`src/rtl/char_box_pkg.sv`:
```
`default_nettype none
// ============================================================================
//  Module   : char_box_pkg
//  Purpose  : Shared types and constants for the character box overlay:
//             box count, coordinate width, box column pair, FSM states and
//             a valid-flag popcount helper.
//  Revision : 1.0  initial release
// ============================================================================
package char_box_pkg;

    localparam int NUM_BOX = 8;
    localparam int COORD_W = 12;

    typedef logic [COORD_W-1:0] coord_t;

    // Left / right column of one character box.
    typedef struct packed {
        coord_t l;
        coord_t r;
    } box_t;

    typedef enum logic [0:0] {
        ST_WAIT_FIRST = 1'b0,
        ST_ACTIVE     = 1'b1
    } state_e;

    function automatic logic [3:0] popcount(input logic [NUM_BOX-1:0] v);
        logic [3:0] n;
        n = '0;
        for (int k = 0; k < NUM_BOX; k++) begin
            n = n + {3'b000, v[k]};
        end
        return n;
    endfunction

endpackage
`default_nettype wire

```
`src/rtl/char_box_overlay_if.sv`:
```
`default_nettype none
// ============================================================================
//  Module   : char_box_overlay_if
//  Purpose  : Video-in / box-list / video-out bundle of char_box_overlay.
//             slave  : the overlay (consumes i_*, produces o_*)
//             master : the video source / sink driving the overlay
//  Revision : 1.0  initial release
// ============================================================================
interface char_box_overlay_if #(
    parameter int IMG_WIDTH_DATA = 24
);
    import char_box_pkg::*;

    logic [IMG_WIDTH_DATA-1:0]    i_rgb;
    logic                         i_hs;
    logic                         i_vs;
    logic                         i_de;
    logic [COORD_W-1:0]           i_hcount;
    logic [COORD_W-1:0]           i_vcount;
    logic [2:0]                   i_frame_cnt;
    logic [NUM_BOX*COORD_W-1:0]   i_box_l;
    logic [NUM_BOX*COORD_W-1:0]   i_box_r;
    logic [COORD_W-1:0]           i_row_t;
    logic [COORD_W-1:0]           i_row_b;

    logic [IMG_WIDTH_DATA-1:0]    o_rgb;
    logic                         o_hs;
    logic                         o_vs;
    logic                         o_de;
    logic [3:0]                   o_box_cnt;

    modport slave (
        input  i_rgb, i_hs, i_vs, i_de, i_hcount, i_vcount, i_frame_cnt,
               i_box_l, i_box_r, i_row_t, i_row_b,
        output o_rgb, o_hs, o_vs, o_de, o_box_cnt
    );

    modport master (
        output i_rgb, i_hs, i_vs, i_de, i_hcount, i_vcount, i_frame_cnt,
               i_box_l, i_box_r, i_row_t, i_row_b,
        input  o_rgb, o_hs, o_vs, o_de, o_box_cnt
    );

endinterface
`default_nettype wire

```
`src/rtl/char_box_hit.sv`:
```
`default_nettype none
// ============================================================================
//  Module   : char_box_hit
//  Purpose  : Combinational border / interior test of one box against the
//             current pixel coordinate. Validity gating is left to the parent.
//  Ports    : i_h, i_v          pixel column / row
//             i_box             box left / right column
//             i_row_t, i_row_b  common top / bottom row
//             o_border          pixel lies on the BOX_THICK-wide border
//             o_inner           pixel lies inside the box, off the border
//  Revision : 1.0  initial release
// ============================================================================
module char_box_hit
    import char_box_pkg::*;
#(
    parameter int BOX_THICK = 2
) (
    input  coord_t i_h,
    input  coord_t i_v,
    input  box_t   i_box,
    input  coord_t i_row_t,
    input  coord_t i_row_b,
    output logic   o_border,
    output logic   o_inner
);

    localparam coord_t c_THICK = coord_t'(BOX_THICK);

    logic w_inside;
    logic w_edge;

    always_comb begin
        w_inside = (i_v >= i_row_t) && (i_v <= i_row_b) &&
                   (i_h >= i_box.l) && (i_h <= i_box.r);
        // The differences may wrap when the pixel is outside the box, but
        // they are only meaningful (and only used) when w_inside is set.
        // A box narrower than 2*BOX_THICK has every column within BOX_THICK
        // of one side, so its whole interior becomes border automatically.
        w_edge   = ((i_h - i_box.l) < c_THICK) ||
                   ((i_box.r - i_h) < c_THICK) ||
                   ((i_v - i_row_t) < c_THICK) ||
                   ((i_row_b - i_v) < c_THICK);
        o_border = w_inside && w_edge;
        o_inner  = w_inside && !w_edge;
    end

endmodule
`default_nettype wire

```
`src/rtl/char_box_overlay.sv`:
```
`default_nettype none
// ============================================================================
//  Module   : char_box_overlay
//  Purpose  : Draws up to eight character boxes (common top/bottom row) over
//             a video stream. Box coordinates are captured into shadows at
//             the vs falling edge of the frame in which upstream results are
//             stable, then applied to the following pixels with a fixed
//             two-cycle latency.
//  Ports    : pixelclk  only clock
//             reset     synchronous, active high
//             bus       char_box_overlay_if.slave (video in, box list,
//                       video out, o_box_cnt)
//  Macro    : CHAR_BOX_FILL_EN - tint interior pixels with
//             (pix>>1)+(BOX_COLOR>>1) per 8-bit channel; otherwise the
//             interior passes through unchanged. Latency is identical.
//  Revision : 1.0  initial release
// ============================================================================
module char_box_overlay
    import char_box_pkg::*;
#(
    parameter int                        IMG_WIDTH_DATA = 24,
    parameter logic [IMG_WIDTH_DATA-1:0] BOX_COLOR      = IMG_WIDTH_DATA'(24'hFF0000),
    parameter int                        BOX_THICK      = 2,
    parameter int                        CAPTURE_FRAME  = 3
) (
    input  logic                    pixelclk,
    input  logic                    reset,
    char_box_overlay_if.slave       bus
);

    localparam logic [2:0] c_CAP_FRAME = 3'(CAPTURE_FRAME);

    // ---------------- shadow / control state ----------------
    box_t [NUM_BOX-1:0]        r_box_q,     w_box_d;
    coord_t                    r_row_t_q,   w_row_t_d;
    coord_t                    r_row_b_q,   w_row_b_d;
    logic                      r_cap_q,     w_cap_d;
    logic [3:0]                r_box_cnt_q, w_box_cnt_d;
    state_e                    r_state_q,   w_state_d;

    // ---------------- stage 1 ----------------
    logic [IMG_WIDTH_DATA-1:0] r_pix_q,     w_pix_d;
    logic                      r_hit_q,     w_hit_d;
    logic                      r_inner_q,   w_inner_d;
    logic                      r_hs1_q,     w_hs1_d;
    logic                      r_vs1_q,     w_vs1_d;
    logic                      r_de1_q,     w_de1_d;

    // ---------------- stage 2 ----------------
    logic [IMG_WIDTH_DATA-1:0] r_rgb_q,     w_rgb_d;
    logic                      r_hs2_q,     w_hs2_d;
    logic                      r_vs2_q,     w_vs2_d;
    logic                      r_de2_q,     w_de2_d;

    logic                      w_capture;
    logic                      w_rows_ok;
    logic [NUM_BOX-1:0]        w_valid;
    logic [NUM_BOX-1:0]        w_border;
    logic [NUM_BOX-1:0]        w_inner;
    logic [3:0]                w_valid_cnt;
    logic [IMG_WIDTH_DATA-1:0] w_fill;

    assign w_rows_ok   = r_row_b_q > r_row_t_q;
    assign w_valid_cnt = popcount(w_valid);

    generate
        for (genvar k = 0; k < NUM_BOX; k++) begin : g_box
            assign w_valid[k] = w_rows_ok && (r_box_q[k].r > r_box_q[k].l);

            char_box_hit #(
                .BOX_THICK (BOX_THICK)
            ) u_hit (
                .i_h      (bus.i_hcount),
                .i_v      (bus.i_vcount),
                .i_box    (r_box_q[k]),
                .i_row_t  (r_row_t_q),
                .i_row_b  (r_row_b_q),
                .o_border (w_border[k]),
                .o_inner  (w_inner[k])
            );
        end
    endgenerate

`ifdef CHAR_BOX_FILL_EN
    // Halving both operands keeps each channel sum within 8 bits.
    generate
        for (genvar ch = 0; ch < IMG_WIDTH_DATA / 8; ch++) begin : g_fill
            assign w_fill[ch*8 +: 8] = {1'b0, r_pix_q[ch*8+1 +: 7]} +
                                       {1'b0, BOX_COLOR[ch*8+1 +: 7]};
        end
    endgenerate
`else
    assign w_fill = r_pix_q;
`endif

    // ---------------- capture and datapath next-state ----------------
    always_comb begin
        // r_vs1_q doubles as the registered vs used for edge detection.
        w_capture   = r_vs1_q && !bus.i_vs && (bus.i_frame_cnt == c_CAP_FRAME);

        w_box_d     = r_box_q;
        w_row_t_d   = r_row_t_q;
        w_row_b_d   = r_row_b_q;
        if (w_capture) begin
            for (int k = 0; k < NUM_BOX; k++) begin
                w_box_d[k].l = bus.i_box_l[k*COORD_W +: COORD_W];
                w_box_d[k].r = bus.i_box_r[k*COORD_W +: COORD_W];
            end
            w_row_t_d = bus.i_row_t;
            w_row_b_d = bus.i_row_b;
        end

        // The count follows the shadows one cycle after they change.
        w_cap_d     = w_capture;
        w_box_cnt_d = r_cap_q ? w_valid_cnt : r_box_cnt_q;

        // Stage 1: only valid boxes in ACTIVE may hit.
        w_pix_d     = bus.i_rgb;
        w_hit_d     = (r_state_q == ST_ACTIVE) && |(w_border & w_valid);
        w_inner_d   = (r_state_q == ST_ACTIVE) && |(w_inner  & w_valid);
        w_hs1_d     = bus.i_hs;
        w_vs1_d     = bus.i_vs;
        w_de1_d     = bus.i_de;

        // Stage 2: output mux; blanking forces black. Border wins over the
        // interior of an overlapping box.
        w_rgb_d     = '0;
        if (r_de1_q) begin
            if (r_hit_q) begin
                w_rgb_d = BOX_COLOR;
            end else if (r_inner_q) begin
                w_rgb_d = w_fill;
            end else begin
                w_rgb_d = r_pix_q;
            end
        end
        w_hs2_d     = r_hs1_q;
        w_vs2_d     = r_vs1_q;
        w_de2_d     = r_de1_q;
    end

    // ---------------- FSM next-state ----------------
    always_comb begin
        w_state_d = r_state_q;
        case (r_state_q)
            ST_WAIT_FIRST: if (r_cap_q && (w_valid_cnt != 4'd0)) w_state_d = ST_ACTIVE;
            ST_ACTIVE:     if (r_cap_q && (w_valid_cnt == 4'd0)) w_state_d = ST_WAIT_FIRST;
            default:       w_state_d = ST_WAIT_FIRST;
        endcase
    end

    // ---------------- registers ----------------
    always_ff @(posedge pixelclk) begin
        if (reset) begin
            r_box_q     <= '0;
            r_row_t_q   <= '0;
            r_row_b_q   <= '0;
            r_cap_q     <= 1'b0;
            r_box_cnt_q <= '0;
            r_state_q   <= ST_WAIT_FIRST;
            r_pix_q     <= '0;
            r_hit_q     <= 1'b0;
            r_inner_q   <= 1'b0;
            r_hs1_q     <= 1'b0;
            r_vs1_q     <= 1'b0;
            r_de1_q     <= 1'b0;
            r_rgb_q     <= '0;
            r_hs2_q     <= 1'b0;
            r_vs2_q     <= 1'b0;
            r_de2_q     <= 1'b0;
        end else begin
            r_box_q     <= w_box_d;
            r_row_t_q   <= w_row_t_d;
            r_row_b_q   <= w_row_b_d;
            r_cap_q     <= w_cap_d;
            r_box_cnt_q <= w_box_cnt_d;
            r_state_q   <= w_state_d;
            r_pix_q     <= w_pix_d;
            r_hit_q     <= w_hit_d;
            r_inner_q   <= w_inner_d;
            r_hs1_q     <= w_hs1_d;
            r_vs1_q     <= w_vs1_d;
            r_de1_q     <= w_de1_d;
            r_rgb_q     <= w_rgb_d;
            r_hs2_q     <= w_hs2_d;
            r_vs2_q     <= w_vs2_d;
            r_de2_q     <= w_de2_d;
        end
    end

    assign bus.o_rgb     = r_rgb_q;
    assign bus.o_hs      = r_hs2_q;
    assign bus.o_vs      = r_vs2_q;
    assign bus.o_de      = r_de2_q;
    assign bus.o_box_cnt = r_box_cnt_q;

endmodule
`default_nettype wire

```
`src/flat_wrapper.sv`:
```
// flat-port wrapper written by rule: the top's interface ports become plain ports
module char_box_overlay_flat import char_box_pkg::*;
#(
    parameter int                        IMG_WIDTH_DATA = 24,
    parameter logic [IMG_WIDTH_DATA-1:0] BOX_COLOR      = IMG_WIDTH_DATA'(24'hFF0000),
    parameter int                        BOX_THICK      = 2,
    parameter int                        CAPTURE_FRAME  = 3
)
  (pixelclk, reset, bus_i_rgb, bus_i_hs, bus_i_vs, bus_i_de, bus_i_hcount, bus_i_vcount, bus_i_frame_cnt, bus_i_box_l, bus_i_box_r, bus_i_row_t, bus_i_row_b, bus_o_rgb, bus_o_hs, bus_o_vs, bus_o_de, bus_o_box_cnt);
  char_box_overlay_if #(.IMG_WIDTH_DATA(IMG_WIDTH_DATA)) bus_i ();
  input  logic pixelclk;
  input  logic reset;
  input wire logic [$bits(bus_i.i_rgb)-1:0] bus_i_rgb;
  input wire logic [$bits(bus_i.i_hs)-1:0] bus_i_hs;
  input wire logic [$bits(bus_i.i_vs)-1:0] bus_i_vs;
  input wire logic [$bits(bus_i.i_de)-1:0] bus_i_de;
  input wire logic [$bits(bus_i.i_hcount)-1:0] bus_i_hcount;
  input wire logic [$bits(bus_i.i_vcount)-1:0] bus_i_vcount;
  input wire logic [$bits(bus_i.i_frame_cnt)-1:0] bus_i_frame_cnt;
  input wire logic [$bits(bus_i.i_box_l)-1:0] bus_i_box_l;
  input wire logic [$bits(bus_i.i_box_r)-1:0] bus_i_box_r;
  input wire logic [$bits(bus_i.i_row_t)-1:0] bus_i_row_t;
  input wire logic [$bits(bus_i.i_row_b)-1:0] bus_i_row_b;
  output wire logic [$bits(bus_i.o_rgb)-1:0] bus_o_rgb;
  output wire logic [$bits(bus_i.o_hs)-1:0] bus_o_hs;
  output wire logic [$bits(bus_i.o_vs)-1:0] bus_o_vs;
  output wire logic [$bits(bus_i.o_de)-1:0] bus_o_de;
  output wire logic [$bits(bus_i.o_box_cnt)-1:0] bus_o_box_cnt;
  assign bus_i.i_rgb = bus_i_rgb;
  assign bus_i.i_hs = bus_i_hs;
  assign bus_i.i_vs = bus_i_vs;
  assign bus_i.i_de = bus_i_de;
  assign bus_i.i_hcount = bus_i_hcount;
  assign bus_i.i_vcount = bus_i_vcount;
  assign bus_i.i_frame_cnt = bus_i_frame_cnt;
  assign bus_i.i_box_l = bus_i_box_l;
  assign bus_i.i_box_r = bus_i_box_r;
  assign bus_i.i_row_t = bus_i_row_t;
  assign bus_i.i_row_b = bus_i_row_b;
  assign bus_o_rgb = bus_i.o_rgb;
  assign bus_o_hs = bus_i.o_hs;
  assign bus_o_vs = bus_i.o_vs;
  assign bus_o_de = bus_i.o_de;
  assign bus_o_box_cnt = bus_i.o_box_cnt;
  char_box_overlay #(.IMG_WIDTH_DATA(IMG_WIDTH_DATA), .BOX_COLOR(BOX_COLOR), .BOX_THICK(BOX_THICK), .CAPTURE_FRAME(CAPTURE_FRAME)) u_core (.pixelclk(pixelclk), .reset(reset), .bus(bus_i));
endmodule
```
`config.mk`:
```
export PLATFORM = sky130hd
export DESIGN_NAME = char_box_overlay_flat
export DESIGN_NICKNAME = d
export VERILOG_FILES = /design/src/rtl/char_box_pkg.sv /design/src/rtl/char_box_overlay_if.sv /design/src/rtl/char_box_hit.sv /design/src/rtl/char_box_overlay.sv /design/src/flat_wrapper.sv
export SDC_FILE = /design/constraint.sdc
export NUM_CORES = 1
export LEC_CHECK = 0
export ABC_AREA = 0
export CAP_MARGIN = 20
export CORE_ASPECT_RATIO = 1.4
export CORE_MARGIN = 1.5
export CORE_UTILIZATION = 61
export DETAILED_ROUTE_END_ITERATION = 16
export GPL_TIMING_DRIVEN = 1
export PLACE_DENSITY_LB_ADDON = 0.08
export SLEW_MARGIN = 20
export SYNTH_ARGS = -nofsm -noshare
export SYNTH_HDL_FRONTEND = slang
export SYNTH_SLANG_ARGS = --single-unit
```
`constraint.sdc`:
```
create_clock -name pixelclk -period 6.8 [get_ports pixelclk]
set_input_delay 1.36 -clock pixelclk [delete_from_list [all_inputs] [get_ports pixelclk]]
set_output_delay 1.36 -clock pixelclk [all_outputs]
set_load 0.02 [all_outputs]
```
# Word-level counts from Yosys, hierarchy flattened
# Index checks and enable logic that the tools add are counted.
dict set report op_classes {
  bitwise 3
  n_mux 4
  n_reduce_logical 68
  n_addsub 25
  magnitude_cmp 45
  eq_ne 1
}
# op n
set ops {}
lappend ops {{less-than comparator 12 x 2 -> 1 bit, second input constant} 18}
lappend ops {{subtractor 12 bit} 18}
lappend ops {{>= comparator 12 bit} 9}
lappend ops {{greater-than comparator 12 bit} 9}
lappend ops {{less-or-equal comparator 12 bit} 9}
lappend ops {{logical AND 1 bit} 38}
lappend ops {{adder 4 x 1 -> 4 bit} 6}
lappend ops {{logical OR 1 bit} 24}
lappend ops {{2-to-1 mux 24 bit} 1}
lappend ops {{AND 8 bit} 1}
lappend ops {{OR reduction 8 bit} 1}
lappend ops {{zero test 4 bit} 1}
lappend ops {{nonzero test 4 bit} 1}
lappend ops {{equality test 3 x 2 -> 1 bit, second input constant} 1}
lappend ops {{OR reduction 3 bit} 1}
lappend ops {{adder 1 x 1 -> 2 bit} 1}
lappend ops {{2-to-1 mux 1 bit} 2}
lappend ops {{NOT 1 bit} 2}
lappend ops {{case mux 1 bit (2 select lines)} 1}
lappend ops {{OR reduction 2 bit} 1}
lappend ops {{zero test 1 bit} 1}
dict set report totals {
  wordCells 177
  reg_bits 277
}

# Logic depth before layout (Yosys ltp)
dict set report depth {
  depth_word 13
  depth_mapped 21
}

# Modules after synthesis
# From an unflattened synthesis, not the netlist that was laid out.
dict set report unflattened {
  hier_cells 4582
  area_unflattened_um2 32753.9
}
# mod area_per_inst_um2 n_inst seq_area_each_um2 cells_each
set modules_own_cells {}
lappend modules_own_cells {{char_box_hit at u_core.g_box[1].u_hit ...} 2560.0 5 0.0 384}
lappend modules_own_cells {char_box_overlay 12005.3 1 5545.3 1496}
lappend modules_own_cells {{char_box_hit at u_core.g_box[0].u_hit ...} 2697.6 2 0.0 391}
lappend modules_own_cells {{char_box_hit at u_core.g_box[4].u_hit} 2553.7 1 0.0 384}

# Worst setup path before layout
# OpenSTA, ideal clock, no wires.
dict set report synth_path {
  path_type {input-to-reg}
  startpoint {input port bus_i_hcount[1]}
  endpoint {register u_core.r_hit_q}
  arrival_time_ns 4.456
  slack_ns 2.227
  path_stages 12
  n_path_buf 0
  path_cell_list {inv_1 > fa_1 > a21o_1 > a221oi_2 > o21ai_2 > or3_1 > a31oi_1 > nor4_1 > nor4_2 > a32oi_1 > or4b_1 > a32o_1}
}
dict set report synth_via {
  elab_chain_cells 9
  word_cells_on_any_way 99
  cone_classes {add/sub: 16; order compare: 32; bitwise: 1; reduce/logical: 50}
}
# item line
set synth_lines {}
lappend synth_lines {{start: declaration} flat_wrapper.sv:17} ;# input wire logic [$bits(bus_i.i_hcount)-1:0] bus_i_hcount;
lappend synth_lines {{subtractor 12 bit (on tied branches)} {char_box_hit.sv:39, char_box_hit.sv:40}}
lappend synth_lines {{less-than comparator 12 x 2 -> 1 bit (on tied branches)} {char_box_hit.sv:39, char_box_hit.sv:40}}
lappend synth_lines {{logical OR 1 bit} char_box_hit.sv:39} ;# w_edge = ((i_h - i_box.l) < c_THICK) ||
lappend synth_lines {{logical OR 1 bit} char_box_hit.sv:40} ;# ((i_box.r - i_h) < c_THICK) ||
lappend synth_lines {{logical OR 1 bit} char_box_hit.sv:41} ;# ((i_v - i_row_t) < c_THICK) ||
lappend synth_lines {{logical AND 1 bit} char_box_hit.sv:43} ;# o_border = w_inside && w_edge;
lappend synth_lines {{AND 8 bit *} char_box_overlay.sv:119} ;# w_hit_d = (r_state_q == ST_ACTIVE) && |(w_border & w_valid);
lappend synth_lines {{OR reduction 8 bit *} char_box_overlay.sv:119}
lappend synth_lines {{logical AND 1 bit *} char_box_overlay.sv:119}
lappend synth_lines {{end signal: assignment} char_box_overlay.sv:179} ;# r_hit_q <= w_hit_d;
lappend synth_lines {{end: declaration} char_box_overlay.sv:43} ;# logic r_hit_q, w_hit_d;
# Mark *: on every way between the ends. The rest lies on a longest branch, timed or not.
# A chain may end at the register's enable or synchronous reset.

==> results.rst <==
.. list-table::
   :header-rows: 1

   * - Metric
     - Value
   * - Instance area after placement
     - 26000 um^2
   * - Post-placement worst setup slack
     - 881 ps
   * - Total Routed Length
     - 75300 um
   * - Fin. Hold Viols
     - 0
   * - EDFF count, synth
     - 0
   * - Avg WL per Cell
     - 20.2 um
   * - Die W
     - 166 um
   * - Maximum frequency from static timing analysis
     - 184 MHz
   * - Most used flip-flop cell after synthesis
     - dfxtp_1
   * - Lkg Pwr
     - 10.7 nW
   * - DRC violation count after routing
     - 0
   * - Most used standard cell by instance count after synthesis
     - nand2_1
   * - Number of violations of the max-capacitance limit
     - 0
   * - Clock latency of the later-clocked register in the worst-skew pair
     - 590 ps
   * - CTS tree
     - yes
   * - CP required
     - 7240 ps
   * - Overall Global Routing Usage
     - 37.9%
   * - Count of synthesis-stage warnings from yosys
     - 0
   * - Clock-pin slew on the worst setup and hold paths
     - 70 ps
   * - Count of TritonRoute iterations in the first routing pass
     - 6
   * - Ys async rst share
     - 0%
   * - IR Drop Worst-Case VDD
     - 0.265 mV
   * - Mean number of vias per cell
     - 6.32
   * - DR iter-0 viols
     - 1741
   * - Type of element capturing the critical path
     - register
   * - Core area
     - 36700 um^2
   * - Setup repair after global routing missed its margin
     - false
   * - Boundary pin count
     - 303
   * - Startpoint type of the worst setup path
     - register
   * - Setup Total Neg Slack
     - 0 ps
   * - Fraction of final layout cells with drive strength greater than 1
     - 3.18%
   * - Number of global-route vias before repair
     - 22900
   * - Final RePlAce weighted congestion
     - 0.995
   * - Share of Yosys cell area claimed by the top area cell type
     - 24.5%
   * - Root buf cell
     - clkbuf_16
   * - Cell depth of the worst min-delay path
     - 1
   * - Final period utilization
     - 79.7%
   * - Num CTS Buffers
     - 27
   * - Via count
     - 23600
   * - Worst EP arrival
     - 5860 ps
   * - Number of antenna violations at the first check in global routing
     - 1
   * - Maximum level of the CTS H-tree
     - 1
   * - Number of gates resized after cts
     - 0
   * - Worst Setup Path Type
     - reg -> reg
   * - Cells on worst reg2reg path
     - 18
   * - Overflow after GRT
     - 0
   * - Pwr Total
     - 0.00409 W
   * - Number of setup buffers added after CTS
     - 0
   * - Number of failing setup endpoints in the final timing report
     - 0
   * - Setup slack, reg-to-reg
     - 1380 ps
   * - Sink count of the clock tree
     - 277
   * - Net count of the mapped netlist
     - 3620
   * - Number of unique standard cell types used by synthesis
     - 88
   * - Sequential element share of the synthesized area
     - 24.5%
   * - Max Fanout on Critical Path
     - 6
   * - Wire length of the first global-routing pass
     - 117000 um
   * - Syn_area_per_cell
     - 7.55 um^2
   * - Clk buf depth
     - 3
   * - Hold buffer count at cts
     - 0
   * - Final design area excluding fillers
     - 26900 um^2
   * - PortBufs
     - 302
   * - Synthesis-to-layout area growth
     - 18.9%
   * - Minimum period implied by the final worst setup slack
     - 5420 ps
   * - Worst-case clock skew
     - 22.5 ps
   * - List of most frequent post-synthesis cells
     - nand2_1, a21oi_1, ha_1
   * - Worst-margin pin slew
     - 1030 ps
   * - Top cells by area, synth
     - dfxtp_1, ha_1, nand2_1, a21oi_1, inv_1
   * - Register bit total from synthesis
     - 277
   * - Post-synthesis cell count
     - 2999
   * - Cell area power density
     - 152 nW/um^2
   * - Std-Cell Rows
     - 83
   * - Layout net count
     - 3871
   * - Max-slew violation count
     - 0
   * - Worst setup slack after layout
     - 1380 ps
   * - Vert. Die Dim
     - 231 um
   * - Result of the run
     - finished, final reports clean
   * - Die Outline Area
     - 38300 um^2
   * - Layout Utilization
     - 73.4%
   * - Worst rel slew slack
     - 31.3%
   * - Effective utilization at floorplan
     - 61.7%
   * - Pin count of the biggest net entering global routing
     - 105
   * - HPWL after detailed placement
     - 57600 um
   * - Synth Cell Area
     - 22600 um^2
   * - Synth area leader
     - dfxtp_1
   * - Min-Delay Path Class
     - reg -> reg
   * - Remaining antenna violation count after routing
     - 0
-- sequential cells by signal, indices dropped and copies added (netlist names), named ones only --
register,flops
u_core.bus.o_box_cnt,4
u_core.r_hs1_q,1
u_core.bus.o_hs,1
u_core.r_row_b_q,12
u_core.r_de1_q,1
u_core.r_vs1_q,1
u_core.bus.o_vs,1
u_core.r_cap_q,1
u_core.bus.o_rgb,24
u_core.r_row_t_q,12
u_core.r_pix_q,24
u_core.r_hit_q,1
u_core.bus.o_de,1
u_core.r_box_q,192
-- metal layers --
| layer | up-vias | global-route usage, % | routed length [um] |
|---|---|---|---|
| li1 | 11300 | - | - |
| met1 | 10900 | 42.7 | 28200 |
| met2 | 1117 | 67.8 | 36700 |
| met3 | 285 | 4.73 | 5220 |
| met4 | 0 | 23.6 | 5160 |
| met5 | - | 0 | 0 |
-- final cells by class --
type / instances / area, um^2
Tap cell: 467 / 584
Antenna cell: 1 / 2.50
Clock buffer: 34 / 732
Inverter: 227 / 852
Multi-Input combinational cell: 2396 / 15900
Clock inverter: 11 / 165
Sequential cell: 277 / 5550
Fill cell: 2688 / 9740
Timing Repair Buffer: 321 / 3180
-- placed cells by master, fill, tap and decap left out, types with 8 or more instances in the layout --
cell type        netlist  routed
a2111oi_0             19      19
a211oi_1              29      29
a21boi_0               8       8
a21o_1                48      48
a21oi_1              397     397
a221oi_1              10      10
a31oi_1               23      23
and2_1                23      22
and3_1                18      18
buf_4                  1      18
clkbuf_16              0      27
clkdlybuf4s50_1        0     301
dfxtp_1              277     277
fa_1                  22      22
ha_1                 327     327
inv_1                227     227
mux2i_1               25      25
nand2_1              541     540
nand2b_1              34      34
nand3_1               56      56
nand3b_1              12      12
nand4_1               62      62
nor2_1               127     127
nor2b_1               69      69
nor3_1                59      59
nor3b_1               13      13
nor4_1                28      28
o2111ai_1             18      18
o211ai_1              29      29
o21a_1                32      32
o21ai_0              125     125
o21bai_1              14      14
o22ai_1                8       8
o31ai_1               12      12
or2_2                 11      11
or3_1                 17      17
xnor2_1               26      26
xor2_1                36      36
-- where the power goes --
group	internal [W]	switching [W]	total [W]
clock network	0.000883	0.000684	0.00157
logic	0.000396	0.000468	0.000864
registers	0.00164	0.0000136	0.00166
-- critical path: stages, from the launching register on --
cell      delay, ps
dfxtp_1         330
inv_1           100
ha_1            320
and3_1          160
nand4_1         170
a21oi_1         200
a2111o_1        570
nand2_1         350
or3_1           570
fa_1            550
inv_1            50
fa_1            530
inv_1            60
fa_1            420
inv_1            90
fa_1            440
nand4b_1        180
o21ai_0          90
a21oi_1          80
-- stage by stage --
| step | cells | hold slack (ps) |
|---|---|---|
| 2_1_floorplan | 2999 | 406 |
| 3_3_place_gp | 3688 | 407 |
| 3_5_place_dp | 3688 | 414 |
| 4_1_cts | 3733 | 429 |
| 5_1_grt | 3734 | 446 |
| 6_report | 3734 | 428 |
-- final timing paths --
check / from / end
setup / recovery: u_core.r_row_t_q[8]$_SDFFE_PP0P_ / register
hold / removal: u_core.r_pix_q[3]$_SDFF_PP0_ / u_core.bus.o_rgb[3]$_SDFF_PP0_
setup reg to reg: u_core.r_row_t_q[8]$_SDFFE_PP0P_ / register
hold reg to reg: u_core.r_pix_q[3]$_SDFF_PP0_ / u_core.bus.o_rgb[3]$_SDFF_PP0_
-- kinds of logic after synthesis --
family,after synthesis,share of synthesized area [%]
AO/OA/AOI/OAI,855,23.4
XOR/XNOR,62,2.40
adder cells (fa/ha/maj),349,20.0
buffers and inverters,326,5.49
flip-flops,277,24.5
multiplexers,27,1.20
AND/OR/NAND/NOR,1103,23.0
(Power assumes the default switching activity.)
